$ cat config.mk
export PLATFORM = sky130hd
export DESIGN_NAME = hash_word_pager
export DESIGN_NICKNAME = d
export VERILOG_FILES = /design/src/rtl/hash_word_pager.sv
export SDC_FILE = /design/constraint.sdc
export NUM_CORES = 1
export LEC_CHECK = 0
export CAP_MARGIN = 10
export CORE_MARGIN = 5
export CORE_UTILIZATION = 47
export DETAILED_ROUTE_END_ITERATION = 10
export PLACE_DENSITY = 0.73
export SYNTH_ARGS = -nofsm -noshare
export SYNTH_HDL_FRONTEND = slang
export SYNTH_SLANG_ARGS = --single-unit
$ cat constraint.sdc
create_clock -name clk_in -period 4.1 [get_ports clk_in]
set_input_delay 0.82 -clock clk_in [delete_from_list [all_inputs] [get_ports clk_in]]
set_output_delay 0.82 -clock clk_in [all_outputs]
set_load 0.01 [all_outputs]
$ cat src/rtl/hash_word_pager.sv
// Pages a captured 256-bit SHA-256 digest onto a 32-bit display word, one word at a time, under debounced next/prev buttons.
// Optional auto-scroll is compiled in with `define HASH_PAGER_AUTO_SCROLL_EN.

module hash_word_pager_debounce #(
   parameter int DEBOUNCE_CYCLES = 1000000
) (
   input  logic clk_in,
   input  logic reset,
   input  logic btn_in,
   output logic step_pulse
);

   localparam int CNT_W = $clog2(DEBOUNCE_CYCLES + 1);
   localparam logic [CNT_W-1:0] CNT_LAST = CNT_W'(DEBOUNCE_CYCLES - 1);

   typedef enum logic [1:0] {
      ST_IDLE      = 2'd0,
      ST_PRESS_CNT = 2'd1,
      ST_HELD      = 2'd2,
      ST_REL_CNT   = 2'd3
   } db_state_t;

   db_state_t        state_r, state_nxt_s;
   logic [CNT_W-1:0] cnt_r, cnt_nxt_s;
   logic             sync1_r, sync2_r;

   // Synchronizer, FSM state and stability counter registers
   always_ff @(posedge clk_in) begin
      if (reset) begin
         sync1_r <= 1'b0;
         sync2_r <= 1'b0;
         state_r <= ST_IDLE;
         cnt_r   <= '0;
      end else begin
         sync1_r <= btn_in;
         sync2_r <= sync1_r;
         state_r <= state_nxt_s;
         cnt_r   <= cnt_nxt_s;
      end
   end

   // Next-state logic: the level must stay put for DEBOUNCE_CYCLES before a transition is accepted
   always_comb begin
      state_nxt_s = state_r;
      cnt_nxt_s   = cnt_r;
      case (state_r)
         ST_IDLE: begin
            if (sync2_r) begin
               state_nxt_s = ST_PRESS_CNT;
               cnt_nxt_s   = '0;
            end else begin
               state_nxt_s = ST_IDLE;
            end
         end
         ST_PRESS_CNT: begin
            if (!sync2_r) begin
               state_nxt_s = ST_IDLE;
               cnt_nxt_s   = '0;
            end else if (cnt_r == CNT_LAST) begin
               state_nxt_s = ST_HELD;
            end else begin
               cnt_nxt_s = cnt_r + CNT_W'(1);
            end
         end
         ST_HELD: begin
            if (!sync2_r) begin
               state_nxt_s = ST_REL_CNT;
               cnt_nxt_s   = '0;
            end else begin
               state_nxt_s = ST_HELD;
            end
         end
         ST_REL_CNT: begin
            if (sync2_r) begin
               state_nxt_s = ST_HELD;
            end else if (cnt_r == CNT_LAST) begin
               state_nxt_s = ST_IDLE;
            end else begin
               cnt_nxt_s = cnt_r + CNT_W'(1);
            end
         end
         default: begin
            state_nxt_s = ST_IDLE;
            cnt_nxt_s   = '0;
         end
      endcase
   end

   // Output logic: one pulse on the PRESS_CNT -> HELD transition only
   always_comb begin
      if ((state_r == ST_PRESS_CNT) && sync2_r && (cnt_r == CNT_LAST)) begin
         step_pulse = 1'b1;
      end else begin
         step_pulse = 1'b0;
      end
   end

endmodule

module hash_word_pager #(
   parameter int DEBOUNCE_CYCLES = 1000000,
   parameter int SCROLL_CYCLES   = 200000000
) (
   input  logic         clk_in,
   input  logic         reset,
   input  logic [255:0] hash_in,
   input  logic         hash_valid,
   input  logic         btn_next_in,
   input  logic         btn_prev_in,
   output logic [31:0]  Word,
   output logic [2:0]   word_index,
   output logic         hash_loaded
);

   logic [255:0] capture_r, capture_nxt_s;
   logic [2:0]   index_r, index_nxt_s;
   logic [31:0]  word_r;
   logic         loaded_r, loaded_nxt_s;
   logic         next_step_s, prev_step_s, auto_step_s;

   function automatic logic [31:0] sel_word(input logic [255:0] cap, input logic [2:0] idx);
      case (idx)
         3'd0:    sel_word = cap[255:224];
         3'd1:    sel_word = cap[223:192];
         3'd2:    sel_word = cap[191:160];
         3'd3:    sel_word = cap[159:128];
         3'd4:    sel_word = cap[127:96];
         3'd5:    sel_word = cap[95:64];
         3'd6:    sel_word = cap[63:32];
         3'd7:    sel_word = cap[31:0];
         default: sel_word = cap[255:224];
      endcase
   endfunction

   hash_word_pager_debounce #(.DEBOUNCE_CYCLES(DEBOUNCE_CYCLES)) u_db_next (
      .clk_in     (clk_in),
      .reset      (reset),
      .btn_in     (btn_next_in),
      .step_pulse (next_step_s)
   );

   hash_word_pager_debounce #(.DEBOUNCE_CYCLES(DEBOUNCE_CYCLES)) u_db_prev (
      .clk_in     (clk_in),
      .reset      (reset),
      .btn_in     (btn_prev_in),
      .step_pulse (prev_step_s)
   );

`ifdef HASH_PAGER_AUTO_SCROLL_EN
   localparam int SCR_W = (SCROLL_CYCLES > 1) ? $clog2(SCROLL_CYCLES) : 1;
   localparam logic [SCR_W-1:0] SCR_LAST = SCR_W'(SCROLL_CYCLES - 1);

   logic [SCR_W-1:0] scroll_r, scroll_nxt_s;

   // Scroll counter next value: restarts on any user or hash event, idles at 0 until loaded
   always_comb begin
      if (hash_valid || next_step_s || prev_step_s) begin
         scroll_nxt_s = '0;
      end else if (!loaded_r) begin
         scroll_nxt_s = '0;
      end else if (scroll_r == SCR_LAST) begin
         scroll_nxt_s = '0;
      end else begin
         scroll_nxt_s = scroll_r + SCR_W'(1);
      end
   end

   // Scroll counter register
   always_ff @(posedge clk_in) begin
      if (reset) begin
         scroll_r <= '0;
      end else begin
         scroll_r <= scroll_nxt_s;
      end
   end

   assign auto_step_s = loaded_r && (scroll_r == SCR_LAST);
`else
   assign auto_step_s = 1'b0;
`endif

   // Index/capture next state; buttons outrank the implicit scroll step
   always_comb begin
      capture_nxt_s = capture_r;
      index_nxt_s   = index_r;
      loaded_nxt_s  = loaded_r;
      if (hash_valid) begin
         capture_nxt_s = hash_in;
         index_nxt_s   = 3'd0;
         loaded_nxt_s  = 1'b1;
      end else if (next_step_s && prev_step_s) begin
         index_nxt_s = index_r;
      end else if (next_step_s) begin
         index_nxt_s = index_r + 3'd1;
      end else if (prev_step_s) begin
         index_nxt_s = index_r - 3'd1;
      end else if (auto_step_s) begin
         index_nxt_s = index_r + 3'd1;
      end else begin
         index_nxt_s = index_r;
      end
   end

   // Output registers; Word is taken from next-state values so it moves with word_index
   always_ff @(posedge clk_in) begin
      if (reset) begin
         capture_r <= '0;
         index_r   <= 3'd0;
         loaded_r  <= 1'b0;
         word_r    <= 32'd0;
      end else begin
         capture_r <= capture_nxt_s;
         index_r   <= index_nxt_s;
         loaded_r  <= loaded_nxt_s;
         word_r    <= sel_word(capture_nxt_s, index_nxt_s);
      end
   end

   assign Word        = word_r;
   assign word_index  = index_r;
   assign hash_loaded = loaded_r;

endmodule
-- After elaboration in Yosys (flattened, before gate mapping)
Index checks and enable logic that the tools add are counted.
- bits in registers: 340
- add/sub/neg operators: 4
- eq/ne operators: 25
- muxes and demuxes: 34
- reduce and logical (&&, ||, !) cells: 12
- operator list (cell ; count):
    $mux 256 ; 1
    $pmux 32 s8 ; 1
    $mux 20 ; 10
    $pmux 20 s4 ; 2
    $add 20x1->20 const B ; 2
    $eq 20x20->1 const B ; 2
    $mux 2 ; 8
    $pmux 2 s4 ; 2
    $eq 3x3->1 const B ; 4
    $mux 3 ; 4
    $eq 2x2->1 const B ; 4
    $ne 2x2->1 const B ; 4
    $eq 3x2->1 const B ; 2
    $mux 1 ; 6
    $ne 3x1->1 const B ; 2
    $ne 3x3->1 const B ; 2
    $reduce_and 3->1 ; 2
    $logic_and 1x1->1 ; 5
    $eq 2x1->1 const B ; 2
    $logic_not 2->1 ; 2
    $ne 2x1->1 const B ; 2
    $reduce_and 2->1 ; 2
    $add 3x1->3 const B ; 1
    $eq 3x1->1 const B ; 1
    other kinds (2) ; 2

-- Logic depth before layout (Yosys ltp)
Gate-level depths: netlist (run 1).
- depth in word-level cells: 10
- gate-level depth with buffers: 12
- mapped depth without buffers: 9

-- By module
From an unflattened synthesis (run 1), not the netlist that was laid out.
- cells, all modules: 1646
- area, all modules: 15223.4 um^2
- by module, submodules not included (module ; instances ; cells each ; area each (um^2) ; sequential area each (um^2)):
    hash_word_pager ; 1 ; 1314 ; 12520.8 ; 5845.6
    hash_word_pager_debounce ; 2 ; 166 ; 1351.3 ; 480.5

-- Worst setup path before layout (run 1)
Ideal clock, no wire load.
- kind: reg2reg
- from: register index_r[0], in the netlist word_index[0]
- to: register word_r[14], in the netlist Word[14]
- data arrival time: 2.897 ns
- required time: 3.948 ns
- setup slack: 1.052 ns
- stages on the path, launching flop included: 13
- period minus slack after synthesis: 3.048 ns
- cell sequence: dfxtp_1 > clkbuf_1 > clkinv_1 > ha_1 > clkbuf_1 > nor2_1 > mux2i_1 > mux2i_1 > and2_1 > buf_4 > buf_4 > a221oi_1 > a221oi_2
- longest elaborated chain between the ends: 7
- RTL lines (element ; RTL line ; source):
    from (decl) ; 116 ; logic [2:0] index_r, index_nxt_s;
    from (signal assigned) ; 213 ; index_r <= index_nxt_s;
    $sub 3x1->3 ; 196 ; index_nxt_s = index_r - 3'd1;
    $mux 3 ; 195 ; end else if (prev_step_s) begin
    $mux 3 ; 193 ; end else if (next_step_s) begin
    $mux 3 * ; 191 ; end else if (next_step_s && prev_step_s) begin
    $mux 3 * ; 187 ; if (hash_valid) begin
    $eq 3x3->1, or another cell as far along ; 122 ; case (idx)
    $pmux 32 s8 * ; 122 ;
    to (signal assigned) ; 215 ; word_r <= sel_word(capture_nxt_s, index_nxt_s);
    to (decl) ; 117 ; logic [31:0] word_r;
Every way passes the cells marked *; elsewhere a longest branch is shown, timed or not.
A chain may end at the register's enable or synchronous reset.

-- Worst setup path in the final report (run 1)
- from: register u_db_next.cnt_r[12]
- to: register word_r[4], in the netlist Word[4]
- longest elaborated chain between the ends: 8
- RTL lines (element ; RTL line ; source):
    from (decl) ; 24 ; logic [CNT_W-1:0] cnt_r, cnt_nxt_s;
    from (signal assigned) ; 38 ; cnt_r <= cnt_nxt_s;
    $eq 20x20->1 * ; 91 ; if ((state_r == ST_PRESS_CNT) && sync2_r && (cnt_r == CNT_LAST)) begin
    $logic_and 1x1->1 * ; 91 ;
    $mux 1 * ; 91 ;
    $mux 3 / $logic_and 1x1->1 (equally long branches) ; 193, 191 ;
    $mux 3 * ; 191 ;
    $mux 3 * ; 187 ;
    $eq 3x3->1, or another cell as far along ; 122 ;
    $pmux 32 s8 * ; 122 ;
Marks and branches as above.

==> out/qor_table.md, run 1 <==
| Result | Value |
| --- | --- |
| Worst-path fanout max | 39 |
| Clk_skew | 0.0175 ns |
| Total number of clock tree sinks | 340 |
| Clock period minus worst slack | 3.67 ns |
| Clock transition at the registers of the reported paths | 0.06 ns |
| Part of the Yosys area used for sequential elements | 0.441 |
| Most numerous cell types in the synthesized netlist | 340 x sky130_fd_sc_hd__dfxtp_1, 331 x sky130_fd_sc_hd__nor2_1, 264 x sky130_fd_sc_hd__mux2i_1 |
| Count of buffers from port buffering | 296 |
| Combinational group share of total power | 0.103 |
| Portion of total power attributed to sequential cells | 0.450 |
| Post-place instance area | 18600 um^2 |
| Post-route non-filler standard cell count | 2309 |
| Slew at the pin closest to its max-slew limit | 1.17 ns |
| Initial drt markers | 1054 |
| DRC violations left | 0 |
| Status | finished, final reports clean |
| Crit path launch type | register |
| Clock tree from TritonCTS | built |
| Die Span X | 191 um |
| Clock latency reported for the late side of the worst-skew pair | 0.53 ns |
| Area added between synthesis and finish | 29.2% |
| Post-route fraction of the period consumed by the critical path | 0.894 |
| Placeable Area | 32500 um^2 |
| Number of instances in the synthesized netlist | 1622 |
| Critical path capture point type | register |
| Total power divided by cell area | 401 nW/um^2 |
| Net Switching | 1.84 mW |
| Maximum number of pins on one net before global-route repair | 102 |
| Setup repair after global routing missed its margin | no |
| Total length of routed wires | 51000 um |
| Most area-hungry cell type in the Yosys netlist | sky130_fd_sc_hd__dfxtp_1 |
| Routed metal-1 wirelength | 19100 um |
| Ports placed on the boundary | 297 |
| Post-route core utilization | 0.615 |
| Final Worst Setup Slack | 0.435 ns |
| Required time of the critical path | 4.53 ns |
| Final Hold Fails | 0 |
| Met3 wire len | 3510 um |
| Setup bufs post-CTS | 0 |
| Die area | 36600 um^2 |
| Minimum setup slack after placement | 0.500 ns |
| FFs w/ async S/R, synth | 0 |
| Detailed-placement wirelength estimate | 36700 um |
| Post-route cell area | 19900 um^2 |
| Clk root buf | sky130_fd_sc_hd__clkbuf_16 |
| Switching Fraction | 0.230 |
| Post-cts gate resize count | 0 |
| Clock buffers created by TritonCTS | 37 |
| Number of warning messages in the yosys log | 0 |
| Number of nets at the end of the flow | 2107 |
| Share of cells above drive strength 1 | 0.0900 |
| EDFF count, synth | 0 |
| Antenna Violating Nets Remaining | 0 |
| First-pass GRT wire length | 76300 um |
| Kind of path behind the tightest hold check | reg2reg |
| Synth Net Count | 1887 |
| Met2 WL post-DR | 25400 um |
| Vias | 13500 |
| Leakage dissipation | 7.74 nW |
| Number of core rows | 66 |
| P_int | 6.16 mW |
| Level count of the clock H-tree | 2 |
| Cell variety after synth | 72 |
| Share of Yosys cell area claimed by the top area cell type | 0.441 |
| Number of buffers on the longest clock path | 3 |
| Flip-flop and latch count after synthesis | 340 |
| Final Max Slew Viols | 0 |
| Slew margin rel. | 0.218 |
| Critical path type | reg2reg |
| Most common cell in the netlist | sky130_fd_sc_hd__dfxtp_1 |
| Total congestion overflow after global routing | 0 |
| Die outline height | 191 um |
| Setup Viol. Count Final | 0 |
| Predominant post-synthesis flop cell | sky130_fd_sc_hd__dfxtp_1 |
| Hold buffers post-CTS | 0 |
| Count of placed standard cells including taps | 2245 |
| Vias/cell | 5.87 |
| Length of the first detailed-routing pass in iterations | 7 |
| Initial antenna violation count | 9 |
| Via count of the first global-routing pass | 13300 |
| Timing-limited maximum frequency | 0.273 GHz |
| Clk network pwr share | 0.447 |
| DR WL/cell | 22.1 um |
| Starting density of the core | 0.475 |
| CP Data Arrival Time | 4.09 ns |
| Top metal layer carrying routed signals | met5 |
| GRT Util Overall | 0.268 |
| Netlist area before placement | 15400 um^2 |
| Global placer's final weighted congestion | 0.873 |
| Top cells by area in the synthesized netlist | sky130_fd_sc_hd__dfxtp_1 44%, sky130_fd_sc_hd__mux2i_1 17%, sky130_fd_sc_hd__nor2_1 8.1%, sky130_fd_sc_hd__a221oi_2 3.0%, sky130_fd_sc_hd__a21oi_1 2.3% |
| Average size of a mapped cell | 9.51 um^2 |
| Max-capacitance violation count | 0 |
| Peak supply drop | 0.000333 V |
| Post-route setup TNS | 0 ns |
-- cells in the final DEF, fill, tap and decap left out, types with 4 or more instances in the layout --
cell                              Yosys  routed
sky130_fd_sc_hd__clkinv_2             0       6
sky130_fd_sc_hd__clkbuf_1            86       4
sky130_fd_sc_hd__clkbuf_16            0      37
sky130_fd_sc_hd__a221oi_2            31      31
sky130_fd_sc_hd__nor2_1             331     330
sky130_fd_sc_hd__dfxtp_1            340     339
sky130_fd_sc_hd__and3_1              11      11
sky130_fd_sc_hd__a221o_1             24      24
sky130_fd_sc_hd__a222oi_1            24      24
sky130_fd_sc_hd__nand3_1             21      21
sky130_fd_sc_hd__a22o_1               6       6
sky130_fd_sc_hd__and2_1              10      10
sky130_fd_sc_hd__clkdlybuf4s50_1      0     294
sky130_fd_sc_hd__clkbuf_8             0       7
sky130_fd_sc_hd__ha_1                 4       4
sky130_fd_sc_hd__inv_1               12      12
sky130_fd_sc_hd__xor2_1               4       4
sky130_fd_sc_hd__a21o_1               8       8
sky130_fd_sc_hd__o22ai_1              8       8
sky130_fd_sc_hd__nand4_1              6       6
sky130_fd_sc_hd__a31o_2              27      27
sky130_fd_sc_hd__nand2_1             46      46
sky130_fd_sc_hd__a221oi_1            24      24
sky130_fd_sc_hd__o21ai_0             28      28
sky130_fd_sc_hd__a31oi_1              6       6
sky130_fd_sc_hd__a311oi_1            16      16
sky130_fd_sc_hd__buf_12               0       4
sky130_fd_sc_hd__buf_4                5      20
sky130_fd_sc_hd__nor3_1              16      16
sky130_fd_sc_hd__a21oi_1             70      70
sky130_fd_sc_hd__nor2b_1             31      31
sky130_fd_sc_hd__a211o_1              6       6
sky130_fd_sc_hd__mux2i_1            264     263
sky130_fd_sc_hd__nor4_1               5       5
sky130_fd_sc_hd__and4_1              12      12
sky130_fd_sc_hd__or3_1                7       7
sky130_fd_sc_hd__a31o_1              19      19
sky130_fd_sc_hd__bufinv_16            0       7
sky130_fd_sc_hd__nand4b_1             4       4
sky130_fd_sc_hd__a211oi_1            13      13
-- path summary, 6_finish.rpt --
path | from | end | slack [ns] | depth (start not counted)
max reg2reg | u_db_next.cnt_r[12] | Word[4] | 0.43 | 10
min reg2reg | u_db_next.sync1_r | u_db_next.sync2_r | 0.44 | 1
min | u_db_next.sync1_r | u_db_next.sync2_r | 0.44 | 1
max | u_db_next.cnt_r[12] | Word[4] | 0.43 | 10
-- critical path: stages (launching register included) --
cell,delay (ns)
sky130_fd_sc_hd__dfxtp_1,0.35
sky130_fd_sc_hd__nor4bb_1,0.41
sky130_fd_sc_hd__nand4_1,0.33
sky130_fd_sc_hd__o211ai_1,0.63
sky130_fd_sc_hd__nand3_1,0.26
sky130_fd_sc_hd__o21ai_4,0.16
sky130_fd_sc_hd__buf_4,0.43
sky130_fd_sc_hd__a21boi_2,0.24
sky130_fd_sc_hd__buf_4,0.30
sky130_fd_sc_hd__a222oi_1,0.14
sky130_fd_sc_hd__a221oi_2,0.30
-- final cells by class --
cell class / instances / area (um^2)
clock inverter: 15 / 258
antenna: 1 / 2.50
inverter: 13 / 48.8
sequential: 340 / 6810
tap: 442 / 553
multi-input combinational: 1130 / 8030
timing repair buffer: 320 / 3200
clock buffer: 48 / 1040
fill: 2733 / 12500
-- cells by family after synthesis --
family	Yosys count	share of synthesized area
AO/OA/AOI/OAI	331	0.179
XOR/XNOR	7	0.00519
adder cells (fa/ha/maj)	5	0.00389
buffers and inverters	152	0.0414
flip-flops	340	0.441
multiplexers	268	0.175
AND/OR/NAND/NOR	519	0.155
-- metrics by stage --
step,power (mW),hold slack [ns]
finish,8.00,0.440
global route,8.26,0.458
CTS,8.04,0.446
detailed placement,4.49,0.423
global placement,4.47,0.428
floorplan,4.02,0.414
-- flip-flops by register name, indices dropped and copies added (netlist names), 3 cells and up, named ones only --
name,cells
word_index,3
u_db_prev.cnt_r,20
Word,32
capture_r,256
u_db_next.cnt_r,20
-- per-layer routing --
metal / vias up / global-route usage
li1: 6390 / -
met1: 6451 / 0.309
met2: 547 / 0.470
met3: 142 / 0.0561
met4: 16 / 0.138
met5: - / 0
-- power by group through the flow --
stage | clock network, mW | logic (mW) | registers (mW)
finish | 3.58 | 0.822 | 3.60
global route | 3.76 | 0.883 | 3.61
CTS | 3.62 | 0.822 | 3.60
detailed placement | 0 | 0.817 | 3.67
global placement | 0 | 0.805 | 3.67
floorplan | 0 | 0.407 | 3.62
(Power assumes the default switching activity.)
==> inputs of run 2 (changes only) <==
CELL_PAD_IN_SITES_DETAIL_PLACEMENT = 1   (was not set)
CELL_PAD_IN_SITES_GLOBAL_PLACEMENT = 2   (was not set)
CORE_UTILIZATION = 32   (was 47)
GPL_TIMING_DRIVEN = 0   (was not set)
PLACE_DENSITY = not set   (was 0.73)
PLACE_DENSITY_LB_ADDON = 0.1   (was not set)
==> run 2 against run 1 <==
Effect of this change: via count is 3.9% higher; utilization is 18 points lower; first-iteration DRC count decreased by 24%; worst hold slack gained 0.0097 ns; sequential cell count did not move; routed wire length up 30%; register-to-register slack worse by 0.31 ns; critical endpoint is now Word[17]; largest power group is now the clock network.
==> out/qor_table.md, run 2 (same netlist as run 1, synthesis figures left out) <==
| Result | Value |
| --- | --- |
| Status | finished, final reports clean |
| Count of placed standard cells including taps | 2531 |
| Via count of the first global-routing pass | 14900 |
| Level count of the clock H-tree | 2 |
| Crit path launch type | register |
| Detailed-placement wirelength estimate | 50400 um |
| Maximum number of pins on one net before global-route repair | 13 |
| Total number of clock tree sinks | 340 |
| Die area | 52700 um^2 |
| Initial drt markers | 801 |
| Clock period minus worst slack | 3.97 ns |
| Number of buffers on the longest clock path | 3 |
| CP Data Arrival Time | 4.36 ns |
| First-pass GRT wire length | 95800 um |
| Clk root buf | sky130_fd_sc_hd__clkbuf_16 |
| Max-capacitance violation count | 0 |
| Leakage dissipation | 7.93 nW |
| Count of buffers from port buffering | 294 |
| Clock latency reported for the late side of the worst-skew pair | 0.57 ns |
| Critical path type | reg2reg |
| Setup Viol. Count Final | 0 |
| Total congestion overflow after global routing | 0 |
| Peak supply drop | 0.000232 V |
| Number of core rows | 80 |
| Ports placed on the boundary | 297 |
| Slew margin rel. | 0.233 |
| Post-route fraction of the period consumed by the critical path | 0.969 |
| Slew at the pin closest to its max-slew limit | 1.15 ns |
| Antenna Violating Nets Remaining | 0 |
| Clock buffers created by TritonCTS | 40 |
| Post-route cell area | 20600 um^2 |
| Worst-path fanout max | 10 |
| Most common cell after layout, fill and taps aside | sky130_fd_sc_hd__dfxtp_1 |
| Global placer's final weighted congestion | 0.830 |
| DRC violations left | 0 |
| Filler Cell Count | 5419 |
| Post-route core utilization | 0.432 |
| Post-place instance area | 19100 um^2 |
| Crit path cell chain | clkbuf_2 -> clkinvlp_4 -> ha_1 -> clkbuf_2 -> nor2_1 -> a221oi_4 -> nor2_1 -> buf_2 -> a222oi_1 -> a221oi_2 |
| Number of nets at the end of the flow | 2234 |
| Required time of the critical path | 4.48 ns |
| Final Max Slew Viols | 0 |
| Die Span X | 230 um |
| Vias | 14100 |
| Post-route non-filler standard cell count | 2615 |
| Slowest-stage cell, CP | sky130_fd_sc_hd__a222oi_1 |
| Clock transition at the registers of the reported paths | 0.06 ns |
| Timing-limited maximum frequency | 0.252 GHz |
| Buffers and inverters on the worst path | 4 |
| Die outline height | 230 um |
| Total length of routed wires | 66000 um |
| Clock tree from TritonCTS | built |
| Critical path capture point type | register |
| Placeable Area | 47700 um^2 |
| Delay of the slowest cell on the worst path | 0.95 ns |
| GRT Util Overall | 0.241 |
| Total power divided by cell area | 393 nW/um^2 |
| Initial antenna violation count | 15 |
| Top Family by Delay on Critical Path | compound AO/OA/AOI/OAI gates |
| Kind of path behind the tightest hold check | reg2reg |
| Length of the first detailed-routing pass in iterations | 5 |
| Starting density of the core | 0.323 |
| Area added between synthesis and finish | 33.6% |
| Max reg flops | 256 |
| Top register by number of flip-flops | capture_r |
| Min Hold Slack | 0.450 ns |
| DR WL/cell | 25.2 um |
| Share of cells above drive strength 1 | 0.0936 |
| Commonest cells after routing, fill and taps aside | 340 x sky130_fd_sc_hd__dfxtp_1, 331 x sky130_fd_sc_hd__nor2_1, 294 x sky130_fd_sc_hd__clkdlybuf4s50_1, 263 x sky130_fd_sc_hd__mux2i_1, 91 x sky130_fd_sc_hd__clkbuf_1 |
| Final Hold Fails | 0 |
| Vias/cell | 5.38 |
| Clk_skew | 0.0339 ns |
## run 2: cell count changes in the layout (fill, tap and decap cells not counted), sizes merged
| cell | delta |
|---|---|
| buf | +38 |
| clkinv | -3 |
| clkinvlp | +1 |
| clkbuf | +103 |
| diode | +2 |
| bufinv | -6 |
| inv | -2 |
## run 2: path summary, 6_finish.rpt
check                       to  cells after the start         startpoint  slack, ns
max                   Word[17]                     10      word_index[0]       0.13
min reg2reg  u_db_next.sync2_r                      1  u_db_next.sync1_r       0.45
min          u_db_next.sync2_r                      1  u_db_next.sync1_r       0.45
max reg2reg           Word[17]                     10      word_index[0]       0.13
## run 2: through the flow
step / setup TNS [ns] / setup slack, ns / power [mW]
3_3_place_gp: -6.02 / -0.524 / 4.53
3_5_place_dp: -9.37 / -0.632 / 4.55
6_report: 0 / 0.126 / 8.09
4_1_cts: 0 / 0.0384 / 8.18
5_1_grt: -0.0476 / -0.0408 / 8.38
2_1_floorplan: 0 / 1.05 / 4.02
## run 2: timing repair
action | CTS | global route
setup buffers | 3 | 8
pin swaps | 3 | 5
hold buffers | 0 | 0
resized for setup | 7 | 13
endpoints found under the setup margin | 32 | 28
## run 2: worst register-to-register path: stages, from the launching register on
cell and delay, ns:
sky130_fd_sc_hd__dfxtp_1 0.43, sky130_fd_sc_hd__clkbuf_2 0.34, sky130_fd_sc_hd__clkinvlp_4 0.22, sky130_fd_sc_hd__ha_1 0.42
sky130_fd_sc_hd__clkbuf_2 0.31, sky130_fd_sc_hd__nor2_1 0.15, sky130_fd_sc_hd__a221oi_4 0.37, sky130_fd_sc_hd__nor2_1 0.20
sky130_fd_sc_hd__buf_2 0.24, sky130_fd_sc_hd__a222oi_1 0.95, sky130_fd_sc_hd__a221oi_2 0.16
## run 2: where the power goes
part | switching [mW] | total [mW] | internal (mW) | leakage [nW]
logic | 0.432 | 0.898 | 0.465 | 4.48
registers | 0.0999 | 3.58 | 3.48 | 2.80
clock network | 1.48 | 3.62 | 2.14 | 0.644
## run 2: final cells by class
cell class                 instances  area (um^2)  area share
multi-input combinational       1130         8050       0.390
sequential                       340         6810       0.330
timing repair buffer             305         3030       0.147
clock buffer                      65         1250      0.0605
tap                              615          769      0.0373
buffer                           139          598      0.0290
clock inverter                     5         61.3     0.00297
inverter                          13         52.6     0.00255
antenna                            3         7.51    0.000364
## run 2: routing by layer
metal,track usage,vias up,wire (um)
met5,0,-,154
li1,-,6626,-
met3,0.0535,129,3460
met1,0.296,6962,27700
met4,0.0992,24,2690
met2,0.408,328,32000
